[src/rtl/ps2_rx_if.sv]
// Byte handoff from the PS/2 receiver FIFO to the keyboard decoder.
// The master drives the head byte and valid; the slave acks to pop the head.
interface ps2_rx_if;
    logic [7:0] rx_data;
    logic       rx_valid;
    logic       rx_ack;

    modport master (output rx_data, output rx_valid, input rx_ack);
    modport slave  (input rx_data, input rx_valid, output rx_ack);
endinterface

[src/rtl/ps2_rx.sv]
// PS/2 device-to-host receiver: sync + deglitch pins, frame 11-bit packets, queue bytes in a FIFO.
// Latency: pin edge to filtered edge is 2+FILTER_LEN cycles; stop-bit sample to rx_valid is 1 cycle.
// Backpressure: none toward the device; a byte arriving at a full FIFO is dropped with an overflow pulse.
// Optional parity checking is enabled by defining PS2_RX_PARITY_CHECK_EN.
module ps2_rx #(
    parameter int FILTER_LEN     = 16,
    parameter int TIMEOUT_CYCLES = 100000,
    parameter int FIFO_DEPTH     = 4
) (
    input  logic      clock,
    input  logic      reset_n,
    input  logic      ps2_clk_in,
    input  logic      ps2_dat_in,
    ps2_rx_if.master  rx,
    output logic      frame_err,
    output logic      parity_err,
    output logic      overflow
);
    localparam int FW = $clog2(FILTER_LEN + 1);
    localparam int TW = $clog2(TIMEOUT_CYCLES + 1);
    localparam int AW = $clog2(FIFO_DEPTH);

    typedef enum logic [1:0] {IDLE, DATA, PARITY, STOP} state_t;

    // Index 0 is the clock pin, index 1 the data pin.
    logic [1:0]    sync1, sync2, filt;
    logic [FW-1:0] flt_cnt [2];
    logic          clk_d;

    always_ff @(posedge clock or negedge reset_n) begin
        if (!reset_n) begin
            sync1      <= 2'b11;
            sync2      <= 2'b11;
            filt       <= 2'b11;
            flt_cnt[0] <= '0;
            flt_cnt[1] <= '0;
            clk_d      <= 1'b1;
        end else begin
            sync1 <= {ps2_dat_in, ps2_clk_in};
            sync2 <= sync1;
            clk_d <= filt[0];
            for (int i = 0; i < 2; i++) begin
                if (sync2[i] == filt[i]) begin
                    flt_cnt[i] <= '0;
                end else if (flt_cnt[i] == FW'(FILTER_LEN - 1)) begin
                    filt[i]    <= ~filt[i];
                    flt_cnt[i] <= '0;
                end else begin
                    flt_cnt[i] <= flt_cnt[i] + FW'(1);
                end
            end
        end
    end

    logic sample_evt, dat_s;
    assign sample_evt = clk_d & ~filt[0];
    assign dat_s      = filt[1];

    state_t        state, state_nxt;
    logic [2:0]    bit_cnt;
    logic [7:0]    shreg;
    logic [TW-1:0] to_cnt;
    logic          timeout;
    logic          push, ferr, perr, shift_en, par_en, clr_cnt;

    assign timeout = (to_cnt == TW'(TIMEOUT_CYCLES));

`ifdef PS2_RX_PARITY_CHECK_EN
    logic par_bit, par_ok;
    assign par_ok = ^{shreg, par_bit};
`endif

    always_comb begin
        state_nxt = state;
        push      = 1'b0;
        ferr      = 1'b0;
        perr      = 1'b0;
        shift_en  = 1'b0;
        par_en    = 1'b0;
        clr_cnt   = 1'b0;
        if (state != IDLE && !sample_evt && timeout) begin
            state_nxt = IDLE;
            ferr      = 1'b1;
        end else if (sample_evt) begin
            case (state)
                IDLE: begin
                    if (!dat_s) begin
                        state_nxt = DATA;
                        clr_cnt   = 1'b1;
                    end else begin
                        ferr = 1'b1;
                    end
                end
                DATA: begin
                    shift_en = 1'b1;
                    if (bit_cnt == 3'd7) state_nxt = PARITY;
                end
                PARITY: begin
                    par_en    = 1'b1;
                    state_nxt = STOP;
                end
                STOP: begin
                    state_nxt = IDLE;
                    if (!dat_s) begin
                        ferr = 1'b1;
                    end else begin
`ifdef PS2_RX_PARITY_CHECK_EN
                        push = par_ok;
                        perr = ~par_ok;
`else
                        push = 1'b1;
`endif
                    end
                end
                default: state_nxt = IDLE;
            endcase
        end
    end

    always_ff @(posedge clock or negedge reset_n) begin
        if (!reset_n) begin
            state   <= IDLE;
            bit_cnt <= '0;
            shreg   <= '0;
            to_cnt  <= '0;
        end else begin
            state <= state_nxt;
            if (clr_cnt) begin
                bit_cnt <= '0;
            end else if (shift_en) begin
                shreg[bit_cnt] <= dat_s;
                bit_cnt        <= bit_cnt + 3'd1;
            end
            // Saturating watchdog; only armed while a frame is in progress.
            if (state == IDLE || sample_evt) to_cnt <= '0;
            else if (!timeout)               to_cnt <= to_cnt + TW'(1);
        end
    end

    logic [AW:0] wr_ptr, rd_ptr;
    logic [7:0]  mem [FIFO_DEPTH];
    logic        empty, full, pop, wr_en;

    assign empty = (wr_ptr == rd_ptr);
    assign full  = (wr_ptr[AW] != rd_ptr[AW]) && (wr_ptr[AW-1:0] == rd_ptr[AW-1:0]);
    assign pop   = rx.rx_ack & ~empty;
    assign wr_en = push & (~full | pop);

    assign rx.rx_valid = ~empty;
    assign rx.rx_data  = empty ? 8'h00 : mem[rd_ptr[AW-1:0]];

    always_ff @(posedge clock) begin
        if (wr_en) mem[wr_ptr[AW-1:0]] <= shreg;
    end

    always_ff @(posedge clock or negedge reset_n) begin
        if (!reset_n) begin
            wr_ptr    <= '0;
            rd_ptr    <= '0;
            frame_err <= 1'b0;
            overflow  <= 1'b0;
        end else begin
            if (wr_en) wr_ptr <= wr_ptr + (AW+1)'(1);
            if (pop)   rd_ptr <= rd_ptr + (AW+1)'(1);
            frame_err <= ferr;
            overflow  <= push & full & ~pop;
        end
    end

`ifdef PS2_RX_PARITY_CHECK_EN
    always_ff @(posedge clock or negedge reset_n) begin
        if (!reset_n) begin
            par_bit    <= 1'b0;
            parity_err <= 1'b0;
        end else begin
            if (par_en) par_bit <= dat_s;
            parity_err <= perr;
        end
    end
`else
    assign parity_err = 1'b0;
`endif

endmodule

[src/flat_wrapper.sv]
// flat-port wrapper written by rule: the top's interface ports become plain ports
module ps2_rx_flat 
#(
    parameter int FILTER_LEN     = 16,
    parameter int TIMEOUT_CYCLES = 100000,
    parameter int FIFO_DEPTH     = 4
)
  (clock, reset_n, ps2_clk_in, ps2_dat_in, frame_err, parity_err, overflow, rx_rx_data, rx_rx_valid, rx_rx_ack);
  ps2_rx_if rx_i ();
  input  logic clock;
  input  logic reset_n;
  input  logic ps2_clk_in;
  input  logic ps2_dat_in;
  output logic frame_err;
  output logic parity_err;
  output logic overflow;
  output wire logic [$bits(rx_i.rx_data)-1:0] rx_rx_data;
  output wire logic [$bits(rx_i.rx_valid)-1:0] rx_rx_valid;
  input wire logic [$bits(rx_i.rx_ack)-1:0] rx_rx_ack;
  assign rx_rx_data = rx_i.rx_data;
  assign rx_rx_valid = rx_i.rx_valid;
  assign rx_i.rx_ack = rx_rx_ack;
  ps2_rx #(.FILTER_LEN(FILTER_LEN), .TIMEOUT_CYCLES(TIMEOUT_CYCLES), .FIFO_DEPTH(FIFO_DEPTH)) u_core (.clock(clock), .reset_n(reset_n), .ps2_clk_in(ps2_clk_in), .ps2_dat_in(ps2_dat_in), .rx(rx_i), .frame_err(frame_err), .parity_err(parity_err), .overflow(overflow));
endmodule
[config.mk]
export PLATFORM = sky130hd
export DESIGN_NAME = ps2_rx_flat
export DESIGN_NICKNAME = d
export VERILOG_FILES = /design/src/rtl/ps2_rx_if.sv /design/src/rtl/ps2_rx.sv /design/src/flat_wrapper.sv
export SDC_FILE = /design/constraint.sdc
export NUM_CORES = 1
export LEC_CHECK = 0
export CORE_MARGIN = 8
export CORE_UTILIZATION = 50
export DETAILED_ROUTE_END_ITERATION = 8
export GPL_TIMING_DRIVEN = 1
export PLACE_DENSITY_LB_ADDON = 0.25
export SYNTH_ARGS = -nofsm -noshare
export SYNTH_HDL_FRONTEND = slang
export SYNTH_SLANG_ARGS = --single-unit
export TNS_END_PERCENT = 5
[constraint.sdc]
create_clock -name clock -period 3.1 [get_ports clock]
set_clock_uncertainty 0.2 [all_clocks]
set_input_delay 0.62 -clock clock [delete_from_list [all_inputs] [get_ports clock]]
set_output_delay 0.62 -clock clock [all_outputs]
set_load 0.01 [all_outputs]
* Word-level counts from Yosys, hierarchy flattened
Memories as Yosys holds them, arrays and structs flattened. Cells that the tools add are included.
Storage, ports and cells: bits in registers 55, bits in latches 0, RAM bits 32, bits in read-only memories 0, input port bits 5, output and inout port bits 12, word-level logic and storage cells 100, memories kept 1
Operators by class: add/sub/neg operators 6, $mul 0, divide/modulo/power cells 0, order comparisons 2, equality and inequality tests 15, shifts and indexed selects 0, multiplexer cells 33, bitwise gates (word level) 14, reduce and logical (&&, ||, !) cells 14
Memories:
- u_core.mem | words 4, bits a word 8, read ports 1, clocked after Yosys merged registers in 0, write ports 1, RTL line ps2_rx.sv:141 | logic [7:0] mem [FIFO_DEPTH];
Operator list (count):
- $mux 17 | 2
- $mux 5 | 4
- $add 17x1->17 const B | 1
- $eq 17x17->1 const B | 1
- $mux 1 | 16
- $add 5x1->5 const B | 2
- $eq 5x4->1 const B | 2
- $add 3x1->3 const B | 3
- $bwmux 8 | 1
- $mux 2 | 4
- $mux 8 | 1
- $not 1->1 | 8
- $pmux 2 s4 | 1
- $mux 3 | 2
- $reduce_and 2->1 | 3
- $reduce_bool 2->1 | 3
- $and 1x1->1 | 5
- $eq 2x2->1 const B | 2
- $logic_and 1x1->1 | 4
- $lt 3x4->1 const B | 1
- $demux 1 s3 | 1
- $eq 3x3->1 | 1
- $eq 3x3->1 const B | 1
- $ge 3x1->1 const B | 1
- 13 further kinds | 14

* Longest topological paths before layout
Gate-level depths: netlist of run 1.
word-level depth 9, gate-level depth with buffers 7, gate-level depth less buffers 6

* Least setup slack after synthesis of run 1
OpenSTA, ideal clock, no wires.
path kind register to output, start register u_core.rd_ptr[1], end output rx_rx_data[0], data arrival time 1.233 ns, data required time 2.280 ns, path slack 1.047 ns, cell stages (with the launch flop) 6, path buffers 2, cells stage by stage dfrtp_1 -> buf_4 -> xnor2_1 -> nand3_1 -> buf_2 -> and2_1
On the way: longest elaborated chain between the ends 2, elaborated cells on any way between the ends 3, those cells by class 1 x eq/ne; 1 x mux; 1 x memory
RTL lines:
- start, declared | RTL line ps2_rx.sv:140 | logic [AW:0] wr_ptr, rd_ptr;
- start signal, assigned | RTL line ps2_rx.sv:164 | if (pop) rd_ptr <= rd_ptr + (AW+1)'(1);
- $mem_v2 4x8 / $eq 3x3->1 (equally long branches)
- $mux 8 * | RTL line ps2_rx.sv:150 | assign rx.rx_data = empty ? 8'h00 : mem[rd_ptr[AW-1:0]];
- end, declared | RTL line flat_wrapper.sv:17 | output wire logic [$bits(rx_i.rx_data)-1:0] rx_rx_data;
Mark *: on every way between the ends. The rest lies on a longest branch, timed or not.

* Worst setup path after layout of run 1
start register u_core.rd_ptr[0], end output rx_rx_data[4]
The elaborated chain is that of the path after synthesis.

==> flow_metrics.tcl, run 1 <==
set metrics [dict create \
    netlist_area_mm2 0.003921 \
    ys.flop_type "dfrtp_1" \
    postCtsSetupRepairBufs 0 \
    grt_pass1_wl_um 10490 \
    clock-sinks 87 \
    pin_count 17 \
    slew-limit-headroom 0.6054 \
    netlist_instances 295 \
    cp_num_buf_inv 2 \
    async_reset_ff_frac 0.6322 \
    num_vias 2208 \
    synth_cell_type_count 39 \
    path_max_fanout 10 \
    holdCritPathClass "in2async" \
    cts_buffers 9 \
    antenna_cells 0 \
    core_area_mm2 0.007647 \
    drive_above_1_share 0.1619 \
    post-place-cells 401 \
    status "finished clean" \
    yosys.area.top_type "dfrtp_1" \
    clk_pin_slew_ns 0.09 \
    cp_slowest_cell "mux4_2" \
    finalCritPeriodShare 0.9472 \
    fp.dieH_um 104.6 \
    rsz0062_at_grt "no" \
    maxSlewViolCount 0 \
    crit_arrival_ns 2.12 \
    firstDrtPassIters 4 \
    worstMarginPinSlew_ns 0.5919 \
    path_delay_family "buffers and inverters" \
    ys_seq_elements 87 \
    setup_viol 0 \
    tritoncts "built" \
    worstSkewPairLatency_ns 0.35 \
    worst_ep_required_time_ns 2.28 \
    cts-root-buf "clkbuf_8" \
    netlist.area_leader.share 0.3063 \
    slowest_delay_ns 0.52 \
    fin_ws_ns 0.1638 \
    place_congestion 0.7372 \
    cp-start-kind "register" \
    hpwl_um 4148 \
    fmax_mhz 340.6 \
    rows 32 \
    worstSetupPathType "reg2out" \
    grt_max_degree 31 \
    yosys_warnings 0 \
    portBuffers 15 \
    hold_viol 0 \
    wl_per_cell_um 14.53 \
    dieArea_mm2 0.01093 \
    drt_iter0_drc 92 \
    ant_nets 0 \
    cts_buffer_depth 2 \
    synth_area_leaders "dfrtp_1, edfxtp_1, ha_1" \
    nets 331 \
    vias_per_cell 5.295 \
    stdcell_area_mm2 0.004423 \
    timing.setup.tns_ns 0 \
    areaGrowthSynthToFinish_pct 12.80 \
    mostFrequentLayoutCells "dfrtp_1, edfxtp_1, nor2_1" \
    dp_slack_ns 0.3665 \
    first_global_vias 2159 \
    end_kind "primary output" \
    drc 0 \
    place_area_mm2 0.004145 \
    p_leak_nw 1.899 \
    syn_avg_cell_area_um2 13.29 \
    period_minus_slack_ns 2.936 \
    wirelength_um 6058 \
    antenna_found_initial 0 \
    synth_edf_count 32 \
    cts_htree_levels 3 \
    path_cells "buf_4, mux4_2, and2_1, clkdlybuf4s50_1" \
    cap_violations 0 \
    synth_fp_nets 316 \
    final_common_cell "dfrtp_1" \
    start_util 0.5128 \
    track_usage 0.1193 \
    die_w_um 104.6 \
    synth_seq_area_share 0.5983 \
    ir_drop_uv 338.6 \
    power.density_mw_per_mm2 516.4 \
    final_cell_count_no_fill 417 \
    grt_overflow_total 0 \
]
worst reg2reg max path: cells and delay by family (launching register included):
family	cells	cell delay [ns]
simple gates	2	0.73
flops	1	0.68
compound gates	1	0.36
cell usage after synthesis (7+ instances only):
cell type,count
and2_1,15
dfrtp_1,48
dfstp_2,7
edfxtp_1,32
ha_1,16
inv_1,11
mux2_2,11
mux4_2,8
nand2_1,12
nand3_1,12
nand4_1,8
nor2_1,24
o21ai_0,11
xnor2_1,7
xor2_1,20
cell families after synthesis:
| logic type | count (synthesis) | synth area share |
|---|---|---|
| mux | 20 | 0.08009 |
| flops | 87 | 0.5983 |
| fa+ha+maj | 16 | 0.05105 |
| compound gates | 21 | 0.03542 |
| simple gates | 98 | 0.1420 |
| xor+xnor | 27 | 0.06031 |
| other cells | 1 | 0.0009563 |
| buf+inv | 25 | 0.03191 |
final cells by class:
cell class | count | area, um^2
fillers | 603 | 3224
flip-flops and latches | 87 | 2346
multi-input cells | 183 | 1455
repair buffers | 18 | 180.2
clock inverters | 7 | 148.9
well taps | 102 | 127.6
clock buffers | 9 | 123.9
inverters | 11 | 41.29
final timing paths:
check                            startpoint                 to  slack, ns  depth (start not counted)
max reg2reg                  u_core.filt[1]   u_core.mem[3][2]       0.77                          3
max                        u_core.rd_ptr[0]      rx_rx_data[4]       0.16                          4
min in group clock          u_core.sync1[1]    u_core.sync2[1]       0.16                          0
min reg2reg                 u_core.sync1[1]    u_core.sync2[1]       0.16                          0
min                                 reset_n  u_core.flt_cnt[5]       0.06                          1
max in group asynchronous           reset_n     u_core.filt[0]       2.01                          2
per-layer routing:
layer | up-vias | wire length, um | track usage
met3 | 12 | 206 | 0.03010
met1 | 1090 | 2820 | 0.1443
met5 | - | 0 | 0
met2 | 31 | 2884 | 0.1894
li1 | 1075 | - | -
met4 | 0 | 146 | 0.07135
power by group:
group          switching [W]  internal [W]
sequential        0.00000644       0.00120
clock               0.000412      0.000628
combinational      0.0000262     0.0000146
total               0.000445       0.00184
sequential cells by signal (all words and copies together) (netlist names):
| signal | flops |
|---|---|
| u_core.filt | 2 |
| u_core.sync1 | 2 |
| u_core.bit_cnt | 3 |
| u_core.rd_ptr | 3 |
| u_core.clk_d | 1 |
| u_core.shreg | 8 |
| u_core.to_cnt | 17 |
| u_core.sync2 | 2 |
| u_core.flt_cnt | 10 |
| u_core.frame_err | 1 |
| u_core.overflow | 1 |
| u_core.mem | 32 |
| u_core.wr_ptr | 3 |
| u_core.state | 2 |
repair_timing:
| item | 4_1_cts | 5_1_grt |
|---|---|---|
| hold buffers | 0 | 0 |
| setup endpoints to repair | 3 | 0 |
| gates resized for setup | 1 | 0 |
per-stage QoR:
stage	hold slack [ns]	utilization	power, W
floorplan	0.1244	-	0.001244
global placement	0.1463	0.5420	0.001268
detailed placement	0.1479	0.5420	0.001269
CTS	0.07056	0.5784	0.002309
global route	0.1100	0.5784	0.002364
finish	0.06002	0.5784	0.002284
(Power assumes the default switching activity.)
==> inputs of run 2 (changes only) <==
--- a/config.mk
+++ b/config.mk
@@ -10,6 +10,7 @@
 export DETAILED_ROUTE_END_ITERATION = 8
 export GPL_TIMING_DRIVEN = 1
 export PLACE_DENSITY_LB_ADDON = 0.25
+export RECOVER_POWER = 50
 export SYNTH_ARGS = -nofsm -noshare
 export SYNTH_HDL_FRONTEND = slang
 export SYNTH_SLANG_ARGS = --single-unit
==> run 2 against run 1 <==
  * Register-to-register slack is essentially flat
  * Utilization decreased by 0.21 points
  * Fmax is essentially flat
  * Global-route usage is the same
  * Sequential power hardly changed
  * Via count about the same
  * Die area unchanged
  * Largest cell class unchanged
  * First-iteration DRC count decreased by 7.6%
  * Hold slack gained 0.10 ns
  * Critical path depth is the same
  * Cell count unchanged
  * Combinational power fell by 8.1%
==> flow_metrics.tcl, run 2 (synthesized netlist as in run 1, its figures left out) <==
set metrics [dict create \
    multiInputGateArea_mm2 0.001455 \
    hpwl_um 4148 \
    clock-sinks 87 \
    worstSkewPairLatency_ns 0.35 \
    portBuffers 15 \
    place_congestion 0.7372 \
    power.density_mw_per_mm2 517.5 \
    grt_overflow_total 0 \
    worst_ep_required_time_ns 2.28 \
    antenna_found_initial 0 \
    fp.dieH_um 104.6 \
    drt_iter0_drc 85 \
    maxSlewViolCount 0 \
    total_power_w 0.002281 \
    clk_pin_slew_ns 0.09 \
    die_w_um 104.6 \
    end_kind "primary output" \
    path_max_fanout 10 \
    areaGrowthSynthToFinish_pct 12.38 \
    cts_resized 1 \
    grtUsageMet2 0.1894 \
    holdCritPathClass "reg2reg" \
    crit_arrival_ns 2.12 \
    worstMarginPinSlew_ns 1.336 \
    pin_count 17 \
    hold_viol 0 \
    combPwrFrac 0.016 \
    netSwitchingPower_w 0.0004445 \
    vias_per_cell 5.297 \
    worstSetupPathType "reg2out" \
    antenna_cells 0 \
    wirelength_um 6051 \
    largest_reg_flops 32 \
    drc 0 \
    cp_slowest_cell "mux4_2" \
    r2r_cells 3 \
    cap_violations 0 \
    grt_use_met3 0.03010 \
    register_area_mm2 0.002346 \
    dp_slack_ns 0.3665 \
    ir_drop_uv 337.7 \
    stdcell_area_mm2 0.004407 \
    timing.setup.tns_ns 0 \
    first_global_vias 2159 \
    path_cells "buf_4, mux4_2, and2_1, clkdlybuf4s50_1" \
    postCtsSetupRepairBufs 0 \
    rows 32 \
    num_vias 2209 \
    grtUsageMet1 0.1443 \
    cts_htree_levels 3 \
    status "finished clean" \
    p_leak_nw 1.892 \
    hold_depth 0 \
    cp-start-kind "register" \
    cts_buffer_depth 2 \
    setup_viol 0 \
    p_int_w 0.001836 \
    drive_above_1_share 0.1556 \
    grt_max_degree 31 \
    final_util 0.5762 \
    tritoncts "built" \
    final_common_cell "dfrtp_1" \
    nets 331 \
    slew-limit-headroom 0.1093 \
    start_util 0.5128 \
    wl_per_cell_um 14.51 \
    rsz0062_at_grt "no" \
    fin_ws_ns 0.1645 \
    track_usage 0.1193 \
    cts_buffers 9 \
    ant_nets 0 \
    fmax_mhz 340.7 \
    clockPowerShare 0.456 \
    place_area_mm2 0.004145 \
    firstDrtPassIters 4 \
    slowest_delay_ns 0.52 \
    num-fill-cells 606 \
    p_seq_frac 0.527 \
    cts-root-buf "clkbuf_8" \
    dieArea_mm2 0.01093 \
    mostFrequentLayoutCells "dfrtp_1, edfxtp_1, nor2_1" \
    period_minus_slack_ns 2.936 \
    busiest_layer "met2" \
    grt_pass1_wl_um 10490 \
    core_area_mm2 0.007647 \
    finalCritPeriodShare 0.9469 \
    postCtsHoldBufs 0 \
    swShare 0.1949 \
]
[run 2: cell types whose count changed in the layout (fill, tap and decap cells not counted)]
| cell | delta |
|---|---|
| buf_12 | -1 |
| clkdlybuf4s50_1 | -2 |
| dfstp_2 | -1 |
| clkbuf_1 | +1 |
| dfstp_1 | +1 |
| dlygate4sd3_1 | +2 |
| buf_2 | -1 |
| clkbuf_2 | +1 |
[run 2: per-layer routing]
metal / share of wire / routed length [um]
met1: 0.47 / 2818
met2: 0.48 / 2888
met3: 0.033 / 197
met4: 0.024 / 146
met5: 0 / 0
[run 2: cell type report]
class | count | share of cell area
sequential | 87 | 0.5324
multi-input combinational | 183 | 0.3302
clock inverter | 7 | 0.03379
clock buffer | 9 | 0.02811
inverter | 11 | 0.009370
timing repair buffer | 18 | 0.03719
tap | 102 | 0.02896
[run 2: worst paths after layout]
kind / startpoint / to / slack [ns]
max: u_core.rd_ptr[0] / rx_rx_data[4] / 0.16
min: u_core.sync1[1] / u_core.sync2[1] / 0.16
max reg2reg: u_core.filt[1] / u_core.mem[3][2] / 0.77
min reg2reg: u_core.sync1[1] / u_core.sync2[1] / 0.16
max in group asynchronous: reset_n / u_core.bit_cnt[2] / 0.98
min in group asynchronous: reset_n / u_core.flt_cnt[5] / 0.34
[run 2: power groups by stage]
| stage | registers [W] | logic (W) | clock network, W |
|---|---|---|---|
| CTS | 0.00120 | 0.0000426 | 0.00106 |
| global placement | 0.00123 | 0.0000416 | 0 |
| floorplan | 0.00123 | 0.0000182 | 0 |
| global route | 0.00120 | 0.0000464 | 0.00111 |
| finish | 0.00120 | 0.0000375 | 0.00104 |
| detailed placement | 0.00123 | 0.0000425 | 0 |
[run 2: critical path, delay by kind of cell (launching register included)]
family,cells,cell delay (ns)
buffers and inverters,2,0.70
multiplexers,1,0.52
flip-flops,1,0.37
AND/OR/NAND/NOR,1,0.17
[run 2: through the flow]
step	cells	hold WS, ns
after detailed placement	401	0.1479
after CTS	417	0.07056
after floorplan	295	0.1244
after global routing	417	0.1688
final	417	0.1613
after global placement	401	0.1463
